`src/rtl/bg_pkg.sv`:
```
// Shared definitions for the background screen-entry fetch scheduler:
// BG count, default fetches per line and the scheduler state encoding.
package bg_pkg;

    localparam int NUM_BG                 = 4;
    localparam int BG_IDX_W               = 2;
    localparam int TILES_PER_LINE_DEFAULT = 31;

    typedef enum logic [2:0] {
        ST_IDLE,
        ST_ARB,
        ST_REQ,
        ST_WAIT,
        ST_DRAIN
    } fetch_state_t;

endpackage

```
`src/rtl/bg_rr_arbiter.sv`:
```
// Round-robin pick among the four BG request lines; the search begins at the
// BG after the last one granted and wraps modulo four.
module bg_rr_arbiter
    import bg_pkg::*;
(
    input  logic [NUM_BG-1:0]   req,
    input  logic [BG_IDX_W-1:0] last_grant,
    output logic [NUM_BG-1:0]   gnt_onehot,
    output logic [BG_IDX_W-1:0] gnt_idx,
    output logic                gnt_valid
);

    logic [BG_IDX_W-1:0] cand [NUM_BG];

    // cand[0] is the highest-priority candidate, cand[NUM_BG-1] wraps to last_grant
    for (genvar gi = 0; gi < NUM_BG; gi++) begin : g_cand
        assign cand[gi] = last_grant + BG_IDX_W'(gi + 1);
    end

    always_comb begin
        gnt_valid = 1'b0;
        gnt_idx   = '0;
        for (int k = NUM_BG - 1; k >= 0; k--) begin
            if (req[cand[k]]) begin
                gnt_valid = 1'b1;
                gnt_idx   = cand[k];
            end
        end
        gnt_onehot = gnt_valid ? (NUM_BG'(1) << gnt_idx) : '0;
    end

endmodule

```
`src/rtl/bg_screen_fetch_sched.sv`:
```
// Per-scanline screen-entry fetch scheduler for four backgrounds sharing one
// lookup unit and one VRAM read port. Define BG_ROTATE_EN to forward rotation mode.
module bg_screen_fetch_sched
    import bg_pkg::*;
#(
    parameter int TILES_PER_LINE = TILES_PER_LINE_DEFAULT
) (
    input  logic                   clock,
    input  logic                   rst_b,
    input  logic                   line_start,
    input  logic [NUM_BG-1:0]      bg_en,
    input  logic [NUM_BG-1:0][9:0] bg_x,
    input  logic [NUM_BG-1:0][9:0] bg_y,
    input  logic [NUM_BG-1:0][9:0] bg_hmax,
    input  logic [NUM_BG-1:0][9:0] bg_vmax,
    input  logic [NUM_BG-1:0][1:0] bg_sbb,
    input  logic [NUM_BG-1:0]      bg_rotate,
    output logic [9:0]             lu_x,
    output logic [9:0]             lu_y,
    output logic [9:0]             lu_hmax,
    output logic [9:0]             lu_vmax,
    output logic [1:0]             lu_sbb,
    output logic                   lu_rotate,
    input  logic [15:0]            lu_addr,
    output logic                   vram_req,
    output logic [15:0]            vram_addr,
    input  logic                   vram_gnt,
    input  logic                   vram_rvalid,
    input  logic [15:0]            vram_rdata,
    output logic                   entry_valid,
    output logic [1:0]             entry_bg,
    output logic [5:0]             entry_idx,
    output logic [15:0]            entry_data,
    output logic                   busy,
    output logic                   line_done
);

    localparam logic [5:0] TILES_LIM = 6'(TILES_PER_LINE);

    fetch_state_t        state_reg;
    logic [BG_IDX_W-1:0] last_reg;
    logic [BG_IDX_W-1:0] sel_reg;
    logic [NUM_BG-1:0]   sel_oh_reg;

    logic                en_reg   [NUM_BG];
    logic [9:0]          x_reg    [NUM_BG];
    logic [9:0]          y_reg    [NUM_BG];
    logic [9:0]          hmax_reg [NUM_BG];
    logic [9:0]          vmax_reg [NUM_BG];
    logic [1:0]          sbb_reg  [NUM_BG];
    logic [5:0]          cnt_reg  [NUM_BG];

    logic [NUM_BG-1:0]   elig;
    logic [NUM_BG-1:0]   gnt_onehot;
    logic [BG_IDX_W-1:0] gnt_idx;
    logic                gnt_valid;
    logic                entry_fire;

    assign entry_fire = (state_reg == ST_WAIT) && vram_rvalid;

    // Config snapshot and fetch count per BG; line_start always wins
    for (genvar gi = 0; gi < NUM_BG; gi++) begin : g_bg
        always_ff @(posedge clock or negedge rst_b) begin
            if (!rst_b) begin
                en_reg[gi]   <= 1'b0;
                x_reg[gi]    <= '0;
                y_reg[gi]    <= '0;
                hmax_reg[gi] <= '0;
                vmax_reg[gi] <= '0;
                sbb_reg[gi]  <= '0;
                cnt_reg[gi]  <= '0;
            end else if (line_start) begin
                en_reg[gi]   <= bg_en[gi];
                x_reg[gi]    <= bg_x[gi];
                y_reg[gi]    <= bg_y[gi];
                hmax_reg[gi] <= bg_hmax[gi];
                vmax_reg[gi] <= bg_vmax[gi];
                sbb_reg[gi]  <= bg_sbb[gi];
                cnt_reg[gi]  <= '0;
            end else if (entry_fire && sel_oh_reg[gi]) begin
                cnt_reg[gi]  <= cnt_reg[gi] + 6'd1;
            end
        end

        assign elig[gi] = en_reg[gi] && (cnt_reg[gi] < TILES_LIM);
    end

`ifdef BG_ROTATE_EN
    logic rot_reg [NUM_BG];

    for (genvar gi = 0; gi < NUM_BG; gi++) begin : g_rot
        always_ff @(posedge clock or negedge rst_b) begin
            if (!rst_b) begin
                rot_reg[gi] <= 1'b0;
            end else if (line_start) begin
                rot_reg[gi] <= bg_rotate[gi];
            end
        end
    end
`else
    logic unused_bg_rotate;
    assign unused_bg_rotate = ^bg_rotate;
    assign lu_rotate        = 1'b0;
`endif

    bg_rr_arbiter u_arb (
        .req        (elig),
        .last_grant (last_reg),
        .gnt_onehot (gnt_onehot),
        .gnt_idx    (gnt_idx),
        .gnt_valid  (gnt_valid)
    );

    // lu_* are held after ARB, so lu_addr and therefore vram_addr stay stable until grant
    assign vram_addr = vram_req ? lu_addr : 16'h0000;
    assign busy      = (state_reg != ST_IDLE);

    always_ff @(posedge clock or negedge rst_b) begin
        if (!rst_b) begin
            state_reg   <= ST_IDLE;
            last_reg    <= 2'd3;
            sel_reg     <= '0;
            sel_oh_reg  <= '0;
            vram_req    <= 1'b0;
            entry_valid <= 1'b0;
            entry_bg    <= '0;
            entry_idx   <= '0;
            entry_data  <= '0;
            line_done   <= 1'b0;
            lu_x        <= '0;
            lu_y        <= '0;
            lu_hmax     <= '0;
            lu_vmax     <= '0;
            lu_sbb      <= '0;
`ifdef BG_ROTATE_EN
            lu_rotate   <= 1'b0;
`endif
        end else begin
            entry_valid <= 1'b0;
            line_done   <= 1'b0;
            if (line_start) begin
                // An in-flight read must still be absorbed before arbitrating again
                last_reg  <= 2'd3;
                vram_req  <= 1'b0;
                state_reg <= ((state_reg == ST_WAIT) || (state_reg == ST_DRAIN)) ? ST_DRAIN : ST_ARB;
            end else begin
                case (state_reg)
                    ST_IDLE: state_reg <= ST_IDLE;
                    ST_ARB: begin
                        if (gnt_valid) begin
                            sel_reg    <= gnt_idx;
                            sel_oh_reg <= gnt_onehot;
                            last_reg   <= gnt_idx;
                            lu_x       <= x_reg[gnt_idx] + 10'({cnt_reg[gnt_idx], 3'b000});
                            lu_y       <= y_reg[gnt_idx];
                            lu_hmax    <= hmax_reg[gnt_idx];
                            lu_vmax    <= vmax_reg[gnt_idx];
                            lu_sbb     <= sbb_reg[gnt_idx];
`ifdef BG_ROTATE_EN
                            lu_rotate  <= rot_reg[gnt_idx];
`endif
                            vram_req   <= 1'b1;
                            state_reg  <= ST_REQ;
                        end else begin
                            line_done  <= 1'b1;
                            state_reg  <= ST_IDLE;
                        end
                    end
                    ST_REQ: begin
                        if (vram_gnt) begin
                            vram_req  <= 1'b0;
                            state_reg <= ST_WAIT;
                        end
                    end
                    ST_WAIT: begin
                        if (vram_rvalid) begin
                            entry_valid <= 1'b1;
                            entry_bg    <= sel_reg;
                            entry_idx   <= cnt_reg[sel_reg];
                            entry_data  <= vram_rdata;
                            state_reg   <= ST_ARB;
                        end
                    end
                    ST_DRAIN: begin
                        if (vram_rvalid) begin
                            state_reg <= ST_ARB;
                        end
                    end
                    default: state_reg <= ST_IDLE;
                endcase
            end
        end
    end

endmodule
```
`config.mk`:
```
export PLATFORM = sky130hd
export DESIGN_NAME = bg_screen_fetch_sched
export DESIGN_NICKNAME = d
export VERILOG_FILES = /design/src/rtl/bg_pkg.sv /design/src/rtl/bg_rr_arbiter.sv /design/src/rtl/bg_screen_fetch_sched.sv
export SDC_FILE = /design/constraint.sdc
export NUM_CORES = 1
export LEC_CHECK = 0
export CAP_MARGIN = 30
export CORE_MARGIN = 10
export CORE_UTILIZATION = 45
export CTS_BUF_LIST = sky130_fd_sc_hd__clkbuf_8
export CTS_CLUSTER_SIZE = 20
export DETAILED_ROUTE_END_ITERATION = 8
export DONT_BUFFER_PORTS = 1
export PLACE_DENSITY = 0.64
export SLEW_MARGIN = 20
export SYNTH_ARGS = -nofsm -noshare
export SYNTH_HDL_FRONTEND = slang
export SYNTH_SLANG_ARGS = --single-unit
```
`constraint.sdc`:
```
create_clock -name clock -period 4.7 [get_ports clock]
set_input_delay 0.705 -clock clock [delete_from_list [all_inputs] [get_ports clock]]
set_output_delay 0.705 -clock clock [all_outputs]
set_load 0.1 [all_outputs]
```
==> impl_metrics.tcl <==
set metrics [dict create \
    grt_max_degree 277 \
    dieWidth_microns 187.2 \
    worst-path-max-fanout 26 \
    synth_area_per_cell_sq_um 12.00 \
    viasPerCell 5.393 \
    dieHeight_microns 187.2 \
    hold_viol 145 \
    dieArea_sq_mm 0.03504 \
    layoutNonFillerInstCount 1456 \
    synth_cell_types 53 \
    critPathCaptureType "register" \
    ff2ff_setup_slack_ps 840 \
    clockRootBuffer "clkbuf_8" \
    clkTransAtPathRegs_ps 60 \
    violations "hold timing" \
    initial_core_util_pct 45.40 \
    slew_headroom_pct 35.13 \
    setup_viol 0 \
    register_area_sq_mm 0.006909 \
    yosysWarnings 0 \
    ioPinCount 300 \
    ys_ff_latch 276 \
    comb_power_share_pct 18.3 \
    maxSlewViolCount 0 \
    synth-edff-count 0 \
    synth_flop_cell "dfrtp_1" \
    antenna_found_initial 19 \
    wirelength_mm 30.03 \
    worst_pin_slew_ps 973.1 \
    gr-usage-all-layers_pct 16.70 \
    multi_input_area_sq_mm 0.005328 \
    clockBufferDepth 3 \
    power.density_mw_per_mm2 639.7 \
    syn_area_sq_mm 0.01258 \
    seqPwrFrac_pct 56.6 \
    run_status "complete, but fails checks" \
    ant_nets 0 \
    final_net_count 1258 \
    finalSetupTns_ps 0 \
    dp.cells 1363 \
    postLayoutCoreUtil_pct 50.02 \
    ir_worst_vdd_uv 449.6 \
    grt_pass1_vias 8193 \
    p_int_mw 4.739 \
    routedWlPerCell_microns 20.63 \
    period_share_pct 82.08 \
    ys_async_sr_fraction_pct 100.0 \
    gp_congestion 0.7785 \
    critPathLaunchType "register" \
    hp-class "primary input to async pin" \
    rsz0062_at_grt "false" \
    drt_first_pass_iters 5 \
    route.detailed.drc 0 \
    drive_above_1_share_pct 27.86 \
    max_cap_viol_count 0 \
    fin_skew_ps 19.25 \
    power_switching_mw 4.126 \
    p_total_mw 8.865 \
    cts-htree-levels 2 \
    p_leak_nw 6.037 \
    nFillCells 2489 \
    coreArea_sq_mm 0.02771 \
    num_vias 7852 \
    clk_latency_ps 550 \
    dp_hpwl_mm 20.12 \
    fmax_mhz 259.2 \
    clock-sinks 276 \
    grt_pass1_wl_mm 47.30 \
    p_sw_share_pct 46.55 \
    grt-ovfl-total 0 \
    pwr-share-clk_pct 25.1 \
    cp.arrival_ps 4270 \
    drt_iter0_drc 498 \
    worstSetupPathType "register to register" \
    cp_data_required_time_ps 5110 \
    min_period_ps 3858 \
    syn_inst 1048 \
    cts_tree "built" \
    seq_area_frac_synth_pct 54.93 \
    rr_startpoint "cnt_reg[12]" \
    synth_fp_nets 1272 \
    cts_setup_buffers 0 \
    area_growth_pct 10.19 \
    rr_worst_depth 16 \
    rows 61 \
    cts_buffers 47 \
    port_buffers 0 \
    whs_ps -147.9 \
    r2r-end "lu_x[9]" \
]
[layer usage]
metal	vias up	GRT usage, %	share of wire [%]
li1	3664	-	-
met2	251	26.89	47
met4	16	4.653	2.1
met1	3853	19.06	39
met5	-	0	0.40
met3	68	8.669	11
[critical path: stages, from the launching register on]
cell and delay, ps:
dfrtp_1 440, ha_1 250, and4_1 190, or2_4 280, nor3_2 240, a311o_2 330
buf_4 340, nand2_1 90, a31oi_1 250, ha_1 310, nor2b_1 140, o21ai_0 170
nand2b_1 110, a21o_1 190, a21oi_1 160, xor2_1 170, o21ai_1 70
[repair_timing]
action | in CTS | in global routing
endpoints found under the hold margin | 274 | 276
resized for setup | 0 | 0
endpoints found under the setup margin | 0 | 0
[kinds of logic (layout without fill, tap and decap cells)]
logic type | Yosys count | count (layout) | share of synthesized area (%)
simple gates | 318 | 318 | 12.49
compound gates | 122 | 122 | 7.033
other cells | 1 | 13 | 0.02982
mux | 214 | 214 | 19.69
xor+xnor | 25 | 25 | 1.741
fa+ha+maj | 11 | 11 | 1.154
flops | 276 | 276 | 54.93
buf+inv | 81 | 99 | 2.935
[power groups by stage]
stage | clock (mW) | combinational [mW] | sequential [mW]
global route | 2.42 | 1.81 | 5.09
global placement | 0 | 1.58 | 5.08
floorplan | 0 | 1.42 | 4.91
detailed placement | 0 | 1.66 | 5.07
finish | 2.22 | 1.63 | 5.02
CTS | 2.29 | 1.65 | 5.03
[cells in the final DEF (no fill, tap or decap), drive strengths merged, types with 3 or more instances in the layout]
master,netlist,routed
nor2,29,29
clkbuf,49,58
o21ai,13,13
and3,35,35
mux4,7,7
nand2b,6,6
nor2b,5,5
a31oi,9,9
nand2,151,151
buf,26,12
a21oi,4,4
o31ai,37,37
a211oi,45,45
xnor2,7,7
mux2i,10,10
a311oi,3,3
dfrtp,274,274
diode,0,12
mux2,197,197
or2,5,5
xor2,18,18
nand4,11,11
clkinv,0,4
inv,6,21
ha,10,10
and2,64,64
a21o,4,4
bufinv,0,3
[area by class of cell]
cell class	instances	share of cell area [%]
diodes	12	0.2167
multi-input cells	691	38.44
repair buffers	12	0.8577
clock inverters	23	1.291
inverters	6	0.1625
well taps	378	3.413
clock buffers	58	5.760
flip-flops and latches	276	49.86
[cell usage after synthesis, drive strengths merged, types with 11 or more instances]
master,n,area [sq um]
nor2,29,108.9
and3,35,219.0
and2,64,400.4
dfrtp,274,6857
nand4,11,68.82
nand2,151,566.8
clkbuf,49,183.9
o31ai,37,277.8
a211oi,45,337.8
o21ai,13,65.06
mux2,197,2218
buf,26,162.7
xor2,18,157.7
[metrics by stage]
step           setup WS [ps]  area [sq um]  hold WS, ps
2_1_floorplan           1151         12580        409.4
3_5_place_dp           806.9         12850        424.9
3_3_place_gp           880.2         12800        425.8
5_1_grt                523.5         13840       -193.4
4_1_cts                799.8         13830       -176.7
6_report               842.2         13860       -147.9
[how the worst max path moves through the flow]
stage / from / end / slack [ps] / cells after the start
finish: cnt_reg[12] / lu_x[9] / 840 / 16
global route: cnt_reg[0] / lu_x[9] / 520 / 18
CTS: cnt_reg[12] / lu_x[9] / 800 / 16
detailed placement: cnt_reg[0] / lu_x[9] / 810 / 18
global placement: cnt_reg[0] / lu_x[9] / 880 / 16
floorplan: cnt_reg[0] / lu_x[9] / 1150 / 20
Power figures use the tool's default switching activity.
